===== src/rtl/hub75_pattern_feeder.sv =====
// HUB75 framebuffer test-pattern writer: fills each panel row pixel by pixel,
// handshakes row and frame buffer swaps with the downstream scan-out logic.
//
// state      | meaning
// WAIT_FRAME | idle, waiting for frame_rdy; latches cfg_mode on exit
// WRITE      | one pixel per cycle, col 0..N_COLS-1
// STORE      | one-cycle row_store pulse
// WAIT_ROW   | waiting for fbw_row_rdy (unbounded)
// ROW_SWAP   | one-cycle row_swap pulse, advance row or end frame
// FRAME_SWAP | one-cycle frame_swap pulse, bump frame counter
module hub75_pattern_feeder #(
  parameter int N_BANKS  = 2,
  parameter int N_ROWS   = 32,
  parameter int N_COLS   = 64,
  parameter int N_CHANS  = 3,
  parameter int N_PLANES = 8
) (
  input  logic                                      clk,
  input  logic                                      rst,
  input  logic [1:0]                                cfg_mode,
  output logic [$clog2(N_BANKS)+$clog2(N_ROWS)-1:0] fbw_row_addr,
  output logic                                      fbw_row_store,
  input  logic                                      fbw_row_rdy,
  output logic                                      fbw_row_swap,
  output logic [N_CHANS*N_PLANES-1:0]               fbw_data,
  output logic [$clog2(N_COLS)-1:0]                 fbw_col_addr,
  output logic                                      fbw_wren,
  output logic                                      frame_swap,
  input  logic                                      frame_rdy
);

  localparam int CW = $clog2(N_COLS);
  localparam int RW = $clog2(N_BANKS) + $clog2(N_ROWS);
  localparam logic [CW-1:0] COL_LAST = CW'(N_COLS - 1);
  localparam logic [RW-1:0] ROW_LAST = RW'(N_BANKS * N_ROWS - 1);

  typedef enum logic [2:0] {
    WAIT_FRAME,
    WRITE,
    STORE,
    WAIT_ROW,
    ROW_SWAP,
    FRAME_SWAP
  } state_t;

  state_t      state_q, state_d;
  logic [RW-1:0] row_q;
  logic [CW-1:0] col_q;
  logic [7:0]    frame_q;
  logic [1:0]    mode_q;

  always_ff @(posedge clk or negedge rst) begin
    if (!rst) begin
      state_q <= WAIT_FRAME;
      row_q   <= '0;
      col_q   <= '0;
      frame_q <= '0;
      mode_q  <= '0;
    end else begin
      state_q <= state_d;
      case (state_q)
        WAIT_FRAME: begin
          if (frame_rdy) begin
            mode_q <= cfg_mode;
            row_q  <= '0;
            col_q  <= '0;
          end
        end
        WRITE:      col_q <= col_q + CW'(1);
        ROW_SWAP: begin
          if (row_q != ROW_LAST) begin
            row_q <= row_q + RW'(1);
            col_q <= '0;
          end
        end
        FRAME_SWAP: frame_q <= frame_q + 8'd1;
        default: ;
      endcase
    end
  end

  always_comb begin
    state_d       = state_q;
    fbw_wren      = 1'b0;
    fbw_row_store = 1'b0;
    fbw_row_swap  = 1'b0;
    frame_swap    = 1'b0;
    case (state_q)
      WAIT_FRAME: if (frame_rdy) state_d = WRITE;
      WRITE: begin
        fbw_wren = 1'b1;
        if (col_q == COL_LAST) state_d = STORE;
      end
      STORE: begin
        fbw_row_store = 1'b1;
        state_d       = WAIT_ROW;
      end
      WAIT_ROW: if (fbw_row_rdy) state_d = ROW_SWAP;
      ROW_SWAP: begin
        fbw_row_swap = 1'b1;
        state_d      = (row_q == ROW_LAST) ? FRAME_SWAP : WRITE;
      end
      FRAME_SWAP: begin
        frame_swap = 1'b1;
        state_d    = WAIT_FRAME;
      end
      default: state_d = WAIT_FRAME;
    endcase
  end

  // Gradient scales the counters to the full 8-bit range for any power-of-2 size.
  logic [7:0]                  r_grad, g_grad;
  logic [2:0]                  bar;
  logic                        chk;
  logic [N_CHANS*N_PLANES-1:0] pixel;

  always_comb begin
    r_grad = 8'({col_q, 8'h00} >> CW);
    g_grad = 8'({row_q, 8'h00} >> RW);
    bar    = col_q[CW-1 -: 3];
    chk    = col_q[3] ^ row_q[3];
    case (mode_q)
      2'd0:    pixel = {r_grad, g_grad, frame_q};
      2'd1:    pixel = {{8{bar[2]}}, {8{bar[1]}}, {8{bar[0]}}};
      2'd2:    pixel = '1;
      default: pixel = {24{chk}};
    endcase
  end

  assign fbw_row_addr = row_q;
  assign fbw_col_addr = col_q;
  assign fbw_data     = (state_q == WRITE) ? pixel : '0;

endmodule


===== config.mk =====
export PLATFORM = sky130hd
export DESIGN_NAME = hub75_pattern_feeder
export DESIGN_NICKNAME = d
export VERILOG_FILES = /design/src/rtl/hub75_pattern_feeder.sv
export SDC_FILE = /design/constraint.sdc
export NUM_CORES = 1
export LEC_CHECK = 0
export ABC_AREA = 1
export CAP_MARGIN = 20
export CORE_ASPECT_RATIO = 1.5
export CORE_MARGIN = 2
export CORE_UTILIZATION = 35
export CTS_CLUSTER_DIAMETER = 50
export CTS_CLUSTER_SIZE = 30
export DETAILED_ROUTE_END_ITERATION = 8
export HOLD_SLACK_MARGIN = 0.05
export PLACE_DENSITY = 0.61
export REMOVE_ABC_BUFFERS = 1
export SLEW_MARGIN = 30
export SYNTH_ARGS = -nofsm -noshare
export SYNTH_HDL_FRONTEND = slang
export SYNTH_SLANG_ARGS = --single-unit

===== constraint.sdc =====
create_clock -name clk -period 2.2 [get_ports clk]
set_clock_uncertainty 0.1 [all_clocks]
set_input_delay 0.33 -clock clk [delete_from_list [all_inputs] [get_ports clk]]
set_output_delay 0.33 -clock clk [all_outputs]
set_load 0.01 [all_outputs]

# Yosys cells after proc, flatten, opt, wreduce, memory -nomap -nowiden
# Cells that the tools add are included.
[classes]
add_sub_neg = 3
n_eq_ne = 14
n_mux = 16
bitwise_logic = 1
n_reduce_logical = 8
[op_table]
columns = ["cell", "n"]
rows = [
  ["24-bit one-hot mux with 3 select lines", 1],
  ["24-bit 2-to-1 mux", 1],
  ["6-bit 2-to-1 mux", 3],
  ["6-bit one-hot mux with 3 select lines", 1],
  ["3-bit one-hot mux with 5 select lines", 1],
  ["6-bit by 1-bit adder with 6-bit output (second input constant)", 2],
  ["6-bit equality test (second input constant)", 2],
  ["3-bit 2-to-1 mux", 4],
  ["6-bit one-hot mux with 2 select lines", 1],
  ["3-bit AND reduction", 3],
  ["8-bit by 1-bit adder with 8-bit output (second input constant)", 1],
  ["2-bit inequality test (second input constant)", 4],
  ["3-bit by 2-bit equality test with 1-bit output (second input constant)", 2],
  ["3-bit equality test (second input constant)", 2],
  ["6-bit inequality test (second input constant)", 1],
  ["1-bit 2-to-1 mux", 4],
  ["3-bit by 1-bit equality test with 1-bit output (second input constant)", 1],
  ["3-bit zero test", 1],
  ["3-bit nonzero test", 1],
  ["2-bit by 1-bit equality test with 1-bit output (second input constant)", 1],
  ["2-bit equality test (second input constant)", 1],
  ["2-bit zero test", 1],
  ["2-bit AND reduction", 1],
  ["2-bit nonzero test", 1],
  ["1-bit XOR", 1],
]
[totals]
regBits = 25
in_bits = 6
out_inout_bits = 40
elab_cells = 47

# Longest topological paths before layout
# Gate-level depths: netlist of run 1.
[depth]
word_depth = 3
mapped_depth = 8
ltp_nobuf = 8

# Least setup slack after synthesis of run 1
# Ideal clock, no wire load.
[synth_path]
kind = "flip-flop to output port"
start = "reg col_q[3] (netlist: fbw_col_addr[3])"
end = "out fbw_data[9]"
arrival_time_ps = 1399
t_required_ps = 1770
path_slack_ps = 371
path_stages_with_launch = 7
path_buffers = 3
path_cell_list = "dfrtp_1 -> clkbuf_2 -> o21ai_0 -> nand2_2 -> buf_6 -> nor2_1 -> buf_4"
[synth_between]
elab_chain_cells = 3
[synth_lines]
columns = ["item", "line_no", "rtl"]
rows = [
  ["start, declared", "48", "logic [CW-1:0] col_q;"],
  ["start signal, assigned", "69", "WRITE: col_q <= col_q + CW'(1);"],
  ["1-bit XOR", "121", "chk = col_q[3] ^ row_q[3];"],
  ["24-bit one-hot mux with 3 select lines", "122", "case (mode_q)"],
  ["24-bit 2-to-1 mux", "132", "assign fbw_data = (state_q == WRITE) ? pixel : '0;"],
  ["end, declared", "25", "output logic [N_CHANS*N_PLANES-1:0] fbw_data,"],
]
# Every way passes these cells.

# Worst setup path in the final report of run 1
[layout_path]
start = "reg state_q[2]"
end = "out fbw_wren"
[layout_between]
elab_chain_cells = 2
[layout_lines]
columns = ["item", "line_no", "rtl"]
rows = [
  ["start, declared", "46", "state_t state_q, state_d;"],
  ["start signal, assigned", "60", "state_q <= state_d;"],
  ["3-bit by 1-bit equality test with 1-bit output", "88", "case (state_q)"],
  ["1-bit 2-to-1 mux", "88", ""],
  ["end, declared", "27", "output logic fbw_wren,"],
]
# Every way passes these cells.

==> results_dict.tcl, run 1 <==
set metrics [dict create \
    cp.required_ps 1770 \
    path_cells "nor3_4, buf_4, clkdlybuf4s50_1" \
    num_antenna_cells 0 \
    layout_min_cycle_time_ps 2090 \
    synth_area_leaders "dfrtp_1 39%, nand2_1 15%, nor2_1 8.1%, a21oi_1 6.5%, inv_1 4.6%" \
    ys_types 26 \
    ys_seq_elements 25 \
    fin_crit_sh 0.950 \
    cp.depth 3 \
    io_buffers 45 \
    slew_violations 0 \
    placementRows 30 \
    routabilityCongestion 0.779 \
    clock_latency_ps 270 \
    clock_path_buffers 2 \
    mostFrequentLayoutCell "nand2_1" \
    hold_buffers 0 \
    r2r_start "fbw_row_addr[0]" \
    layout-drive-gt1-share 0.139 \
    cap_violations 0 \
    cts_sinks 25 \
    first_pass_iters 4 \
    cp-start-kind "register" \
    cts.clk_slew.worst_paths_ps 90 \
    fmax_mhz 478 \
    finalWirelength_mm 4.32 \
    crit_path_end "fbw_wren" \
    synth_area_um2 1620 \
    core_um2 4470 \
    dp_hpwl_mm 3.24 \
    rsz0062_at_grt "no" \
    mostFrequentLayoutCells "65 x nand2_1, 35 x nor2_1, 24 x dfrtp_1" \
    design_area_um2 2290 \
    drt_first_iter_violations 41 \
    die_w_um 59.5 \
    placed_area_um2 2170 \
    critPathKind "reg -> out" \
    grt_pass1_vias 1625 \
    slowest_stage "clkdlybuf4s50_1" \
    nets 298 \
    root_buffer "clkbuf_8" \
    final_antenna_net_count 0 \
    arrival_ps 1660 \
    start_util 0.362 \
    cts_tree "done" \
    holdWs_ps 325 \
    synth_top_area_cell "dfrtp_1" \
    status "completed" \
    final_hold_viol_count 0 \
    path_max_fanout 6 \
    cts_buffers 3 \
    ir_drop_mv 0.486 \
    leakagePower_nw 1.38 \
    ctsHtreeMaxLevel 1 \
    worst_pin_slew_ps 350 \
    antenna_found_initial 0 \
    fin_total_pwr_mw 2.74 \
    seq_area_frac_synth 0.387 \
    track_usage 0.182 \
    syn2layout_area_growth_pct 41.6 \
    cp_top_family "buffers and inverters" \
    reg2reg_to "fbw_col_addr[3]" \
    avgSynthCellArea_um2 7.05 \
    slowest_delay_ps 540 \
    overflow 0 \
    setup_viol 0 \
    wl_per_cell_um 12.9 \
    reg2reg_depth 7 \
    pin_count 46 \
    hold_path.class "in -> async" \
    synthCells 229 \
    yosys_warnings 0 \
    grt_pass1_wl_mm 7.27 \
    vias_per_cell 5.01 \
    fillers 431 \
    relSlewSlack 0.767 \
    p_per_area_nw_per_um2 1200 \
    startpoint "state_q[2]" \
    grt_max_degree 26 \
    path_buf_inv 2 \
    cp-end-kind "output pin" \
    vias 1682 \
    die-height_um 87.2 \
    r2r_slack_ps 630 \
    synth_top_area_share 0.387 \
    dieArea_um2 5190 \
    drc 0 \
]
## repair_timing
action	CTS	global route
pin swaps	2	1
resized for setup	13	20
buffers inserted	1	1
endpoints found under the setup margin	24	15
cloned	2	0
## cells in the mapped netlist (all sizes together)
cell type / count
nand2: 68
nor2: 37
a21oi: 25
dfrtp: 25
inv: 25
o21ai: 13
nand3: 12
xor2: 5
buf: 4
ha: 3
xnor2: 3
clkbuf: 2
nand4: 2
or2: 2
a31oi: 1
nand3b: 1
nor3: 1
## layout make-up
class,count,area (um2),area share
Sequential cell,25,627,0.274
Tap cell,48,60.1,0.0263
Timing Repair Buffer,59,588,0.257
Inverter,25,96.3,0.0421
Multi-Input combinational cell,175,871,0.381
Clock buffer,4,45.0,0.0197
## worst min path at each step
stage	slack, ps	depth (start not counted)	end
floorplan	-70	0	fbw_col_addr[0]
global placement	410	1	frame_q[5]
detailed placement	420	1	frame_q[2]
CTS	330	2	state_q[0]
global route	350	2	fbw_row_addr[5]
finish	330	2	fbw_row_addr[5]
## where the power goes
| part | internal [mW] | switching (mW) | total (mW) |
|---|---|---|---|
| Sequential | 0.560 | 0.123 | 0.683 |
| Clock | 0.130 | 0.150 | 0.280 |
| Combinational | 0.789 | 0.989 | 1.78 |
## stage by stage
stage | setup TNS [ps] | setup WS (ps) | util | cells
2_1_floorplan | 0 | 380 | - | 223
3_3_place_gp | 0 | 41.9 | 0.486 | 328
3_5_place_dp | 0 | 13.0 | 0.486 | 328
4_1_cts | -2030 | -146 | 0.498 | 335
5_1_grt | 0 | 9.68 | 0.512 | 336
6_report | 0 | 110 | 0.512 | 336
## flip-flops by register name, summed over array words and instances (netlist names)
| signal | flops |
|---|---|
| fbw_col_addr | 6 |
| fbw_row_addr | 6 |
| frame_q | 8 |
| state_q | 3 |
| mode_q | 2 |
## layer usage
metal | share of wire | global-route usage | routed length, um
met4 | 0.024 | 0.0971 | 103
met3 | 0.024 | 0.0149 | 105
met2 | 0.56 | 0.315 | 2410
met1 | 0.39 | 0.216 | 1700
met5 | 0 | 0 | 0
## cell families after synthesis
family | after synthesis | synth area share
DFF | 25 | 0.387
buffers and inverters | 31 | 0.0867
AOI/OAI and AO/OA | 39 | 0.131
xor gates and xnor gates | 8 | 0.0434
and+or+nand+nor | 123 | 0.328
adders and majority gates | 3 | 0.0232
Note: power is estimated with default switching activity, not from simulation.
==> inputs of run 2 (changes only) <==
- CAP_MARGIN: 20 -> 25
- clock period: 2.2 -> 2.6 ns (I/O delays scaled with it)
==> results_dict.tcl, run 2 (synthesis results as in run 1) <==
set metrics [dict create \
    rsz0062_at_grt "no" \
    power_frac_seq 0.256 \
    first_pass_iters 4 \
    vias 1609 \
    cts_buffers 3 \
    cp.required_ps 2110 \
    startpoint "state_q[0]" \
    ir_drop_mv 0.539 \
    fin_crit_sh 0.944 \
    die_w_um 59.5 \
    setup_viol 0 \
    leakagePower_nw 1.04 \
    num_antenna_cells 0 \
    design_area_um2 2170 \
    ctsHtreeMaxLevel 1 \
    p_int_mw 1.27 \
    overflow 0 \
    switching_power_mw 1.02 \
    cap_violations 0 \
    largest_reg_flops 8 \
    finalWirelength_mm 4.07 \
    cts_setup_buffers 0 \
    max_flop_register "frame_q" \
    antenna_found_initial 0 \
    layout-drive-gt1-share 0.101 \
    p_per_area_nw_per_um2 1060 \
    die-height_um 87.2 \
    cts.clk_slew.worst_paths_ps 90 \
    dp_hpwl_mm 3.10 \
    placed_area_um2 2120 \
    critPathKind "reg -> out" \
    dieArea_um2 5190 \
    relSlewSlack 0.749 \
    r2r_start "fbw_row_addr[1]" \
    clock_latency_ps 260 \
    fin_util 0.485 \
    nets 287 \
    root_buffer "clkbuf_8" \
    routabilityCongestion 0.801 \
    start_util 0.362 \
    hold_path.class "in -> async" \
    cts_sinks 25 \
    cp-end-kind "output pin" \
    slew_violations 0 \
    track_usage 0.165 \
    dp_slack_ps 250 \
    layout_min_cycle_time_ps 2450 \
    placementRows 30 \
    placed_cells 321 \
    mostFrequentLayoutCells "65 x nand2_1, 45 x clkdlybuf4s50_1, 35 x nor2_1" \
    cp-start-kind "register" \
    drc 0 \
    arrival_ps 1960 \
    drt_first_iter_violations 34 \
    syn2layout_area_growth_pct 34.2 \
    holdWs_ps 378 \
    final_antenna_net_count 0 \
    fin_total_pwr_mw 2.29 \
    io_buffers 45 \
    status "completed" \
    clock_path_buffers 2 \
    pwr-share-comb 0.642 \
    mostFrequentLayoutCell "nand2_1" \
    worst_slack_ps 145 \
    final.setup.tns_ps 0 \
    hold_buffers 0 \
    path_max_fanout 6 \
    switching_share 0.444 \
    grt_pass1_vias 1488 \
    final_cells 325 \
    wl_per_cell_um 12.5 \
    worst_pin_slew_ps 375 \
    fmax_mhz 407 \
    core_um2 4470 \
    vias_per_cell 4.95 \
    pin_count 46 \
    grt_max_degree 26 \
    cts_tree "done" \
    p_clk_frac 0.101 \
    grt_pass1_wl_mm 6.62 \
    final_hold_viol_count 0 \
]
run 2: worst paths after layout:
kind | to | slack [ps] | cells past startpoint
max reg2reg | fbw_col_addr[0] | 1030 | 7
min in group clk | frame_q[5] | 420 | 1
min | fbw_row_addr[4] | 380 | 2
max | fbw_data[17] | 150 | 6
min reg2reg | frame_q[5] | 420 | 1
max in group asynchronous | fbw_col_addr[3] | 1740 | 2
run 2: repair_timing:
| action | in CTS | in global routing |
|---|---|---|
| hold endpoints to repair | 0 | 0 |
| pin swaps | 0 | 0 |
| endpoints found under the setup margin | 13 | 2 |
| resized for setup | 2 | 1 |
run 2: critical path: stages, from the launching register on:
cell	delay (ps)
dfrtp_1	450
inv_2	100
nor3_4	180
buf_4	190
inv_2	70
nor2_1	150
clkdlybuf4s50_1	560
run 2: layout make-up:
class / count / area (um2)
tap: 48 / 60.1
inverter: 25 / 93.8
clock buffer: 4 / 45.0
multi-input combinational: 173 / 855
timing repair buffer: 50 / 488
fill: 470 / 2300
sequential: 25 / 627
run 2: layer usage:
metal	vias to the layer above	routed length, um	track usage
li1	821	-	-
met1	748	1640	0.194
met2	34	2250	0.302
met3	6	104	0.0134
met4	0	75	0.0620
met5	-	0	0
run 2: power groups by stage:
stage                     Clock, mW  Combinational [mW]  Sequential (mW)
after floorplan                   0               0.749            0.582
after global placement            0                1.46            0.588
after detailed placement          0                1.47            0.591
after CTS                     0.241                1.49            0.583
after global routing          0.257                1.63            0.599
final                         0.232                1.47            0.586
==> inputs of run 3 (changes only) <==
- CORE_UTILIZATION: 35 -> 50
- PLACE_DENSITY: 0.61 -> 0.82
- REMOVE_ABC_BUFFERS: 1 -> unset
==> results_dict.tcl, run 3 (synthesis results as in run 1) <==
set metrics [dict create \
    status "completed" \
    final_antenna_net_count 0 \
    fin_util 0.689 \
    critPathKind "reg -> out" \
    dp_hpwl_mm 2.85 \
    path_cells "inv_1, a21oi_1, o21ai_1, nand2_4, nor2_1, clkdlybuf4s50_1" \
    cp.required_ps 2110 \
    synth_nets 238 \
    first_pass_iters 4 \
    antenna_found_initial 0 \
    mostFrequentLayoutCells "65 x nand2_1, 45 x clkdlybuf4s50_1, 35 x nor2_1" \
    placementRows 25 \
    syn2layout_area_growth_pct 33.5 \
    die_w_um 50.4 \
    rsz0062_at_grt "no" \
    slowest_stage "clkdlybuf4s50_1" \
    grt_pass1_vias 1539 \
    path_buf_inv 2 \
    io_buffers 45 \
    setup_viol 0 \
    clock_latency_ps 260 \
    die-height_um 73.6 \
    wl_per_cell_um 11.7 \
    p_per_area_nw_per_um2 1060 \
    relSlewSlack 0.726 \
    reg2reg_depth 7 \
    slew_violations 0 \
    final_cells 316 \
    path_max_fanout 20 \
    drc 0 \
    ir_drop_mv 0.683 \
    finalWirelength_mm 3.70 \
    mostFrequentLayoutCell "nand2_1" \
    hold_path.class "in -> async" \
    p_int_mw 1.27 \
    final_hold_viol_count 0 \
    num_antenna_cells 0 \
    arrival_ps 1980 \
    cp-start-kind "register" \
    cap_violations 0 \
    start_util 0.516 \
    p_clk_frac 0.099 \
    cts_resized 2 \
    cp_top_family "buffers and inverters" \
    pwr-share-comb 0.647 \
    cts_sinks 25 \
    vias 1586 \
    track_usage 0.222 \
    power_frac_seq 0.254 \
    grt_pass1_wl_mm 6.52 \
    nets 286 \
    cts_tree "done" \
    clock_path_buffers 2 \
    fmax_mhz 405 \
    switching_power_mw 1.01 \
    pin_count 46 \
    holdWs_ps 391 \
    switching_share 0.444 \
    layout_min_cycle_time_ps 2470 \
    worst_pin_slew_ps 409 \
    drt_first_iter_violations 23 \
    core_um2 3130 \
    cts_setup_buffers 0 \
    placed_cells 312 \
    slowest_delay_ps 560 \
    leakagePower_nw 1.04 \
    hold_buffers 0 \
    max_flop_register "frame_q" \
    cp-end-kind "output pin" \
    design_area_um2 2160 \
    largest_reg_flops 8 \
    ctsHtreeMaxLevel 1 \
    cts.clk_slew.worst_paths_ps 80 \
    dieArea_um2 3710 \
    fin_total_pwr_mw 2.28 \
    cts_buffers 3 \
    placed_area_um2 2100 \
    vias_per_cell 5.02 \
    final.setup.tns_ps 0 \
    routabilityCongestion 0.824 \
    overflow 0 \
    grt_max_degree 26 \
    fin_crit_sh 0.950 \
    worst_slack_ps 129 \
    root_buffer "clkbuf_8" \
    cp.depth 6 \
    layout-drive-gt1-share 0.105 \
    dp_slack_ps 253 \
]
[run 3: worst paths after layout]
| kind | from | slack [ps] | to |
|---|---|---|---|
| max | fbw_row_addr[3] | 130 | fbw_data[8] |
| min | rst | 390 | frame_q[6] |
| max reg2reg | fbw_row_addr[0] | 1010 | fbw_col_addr[0] |
| min reg2reg | frame_q[5] | 430 | frame_q[5] |
| max in group asynchronous | rst | 1750 | fbw_row_addr[3] |
| min in group clk | frame_q[5] | 430 | frame_q[5] |
[run 3: area by class of cell]
| type | count | area [um2] |
|---|---|---|
| Fill cell | 280 | 972 |
| Clock inverter | 1 | 5.00 |
| Tap cell | 40 | 50.0 |
| Sequential cell | 25 | 627 |
| Multi-Input combinational cell | 173 | 858 |
| Inverter | 25 | 93.8 |
| Clock buffer | 3 | 41.3 |
| Timing Repair Buffer | 49 | 480 |
[run 3: power by group through the flow]
stage / clock network (mW) / logic, mW / registers [mW]
finish: 0.225 / 1.47 / 0.579
global route: 0.252 / 1.64 / 0.595
CTS: 0.233 / 1.48 / 0.577
detailed placement: 0 / 1.46 / 0.585
floorplan: 0 / 0.833 / 0.577
global placement: 0 / 1.44 / 0.584
[run 3: per-layer routing]
| layer | share of wire | wire length, um | vias up | track usage |
|---|---|---|---|---|
| li1 | - | - | 821 | - |
| met1 | 0.42 | 1550 | 735 | 0.264 |
| met2 | 0.55 | 2030 | 28 | 0.417 |
| met3 | 0.021 | 76 | 2 | 0.0142 |
| met4 | 0.0097 | 36 | 0 | 0.0781 |
| met5 | 0 | 0 | - | 0 |
[run 3: worst register-to-register path, stage by stage (launching register included)]
cell,delay (ps)
dfrtp_1,430
ha_1,220
nand3_1,120
nor2_1,240
nand2_2,130
nand3_2,140
nand2_1,60
o21ai_0,70
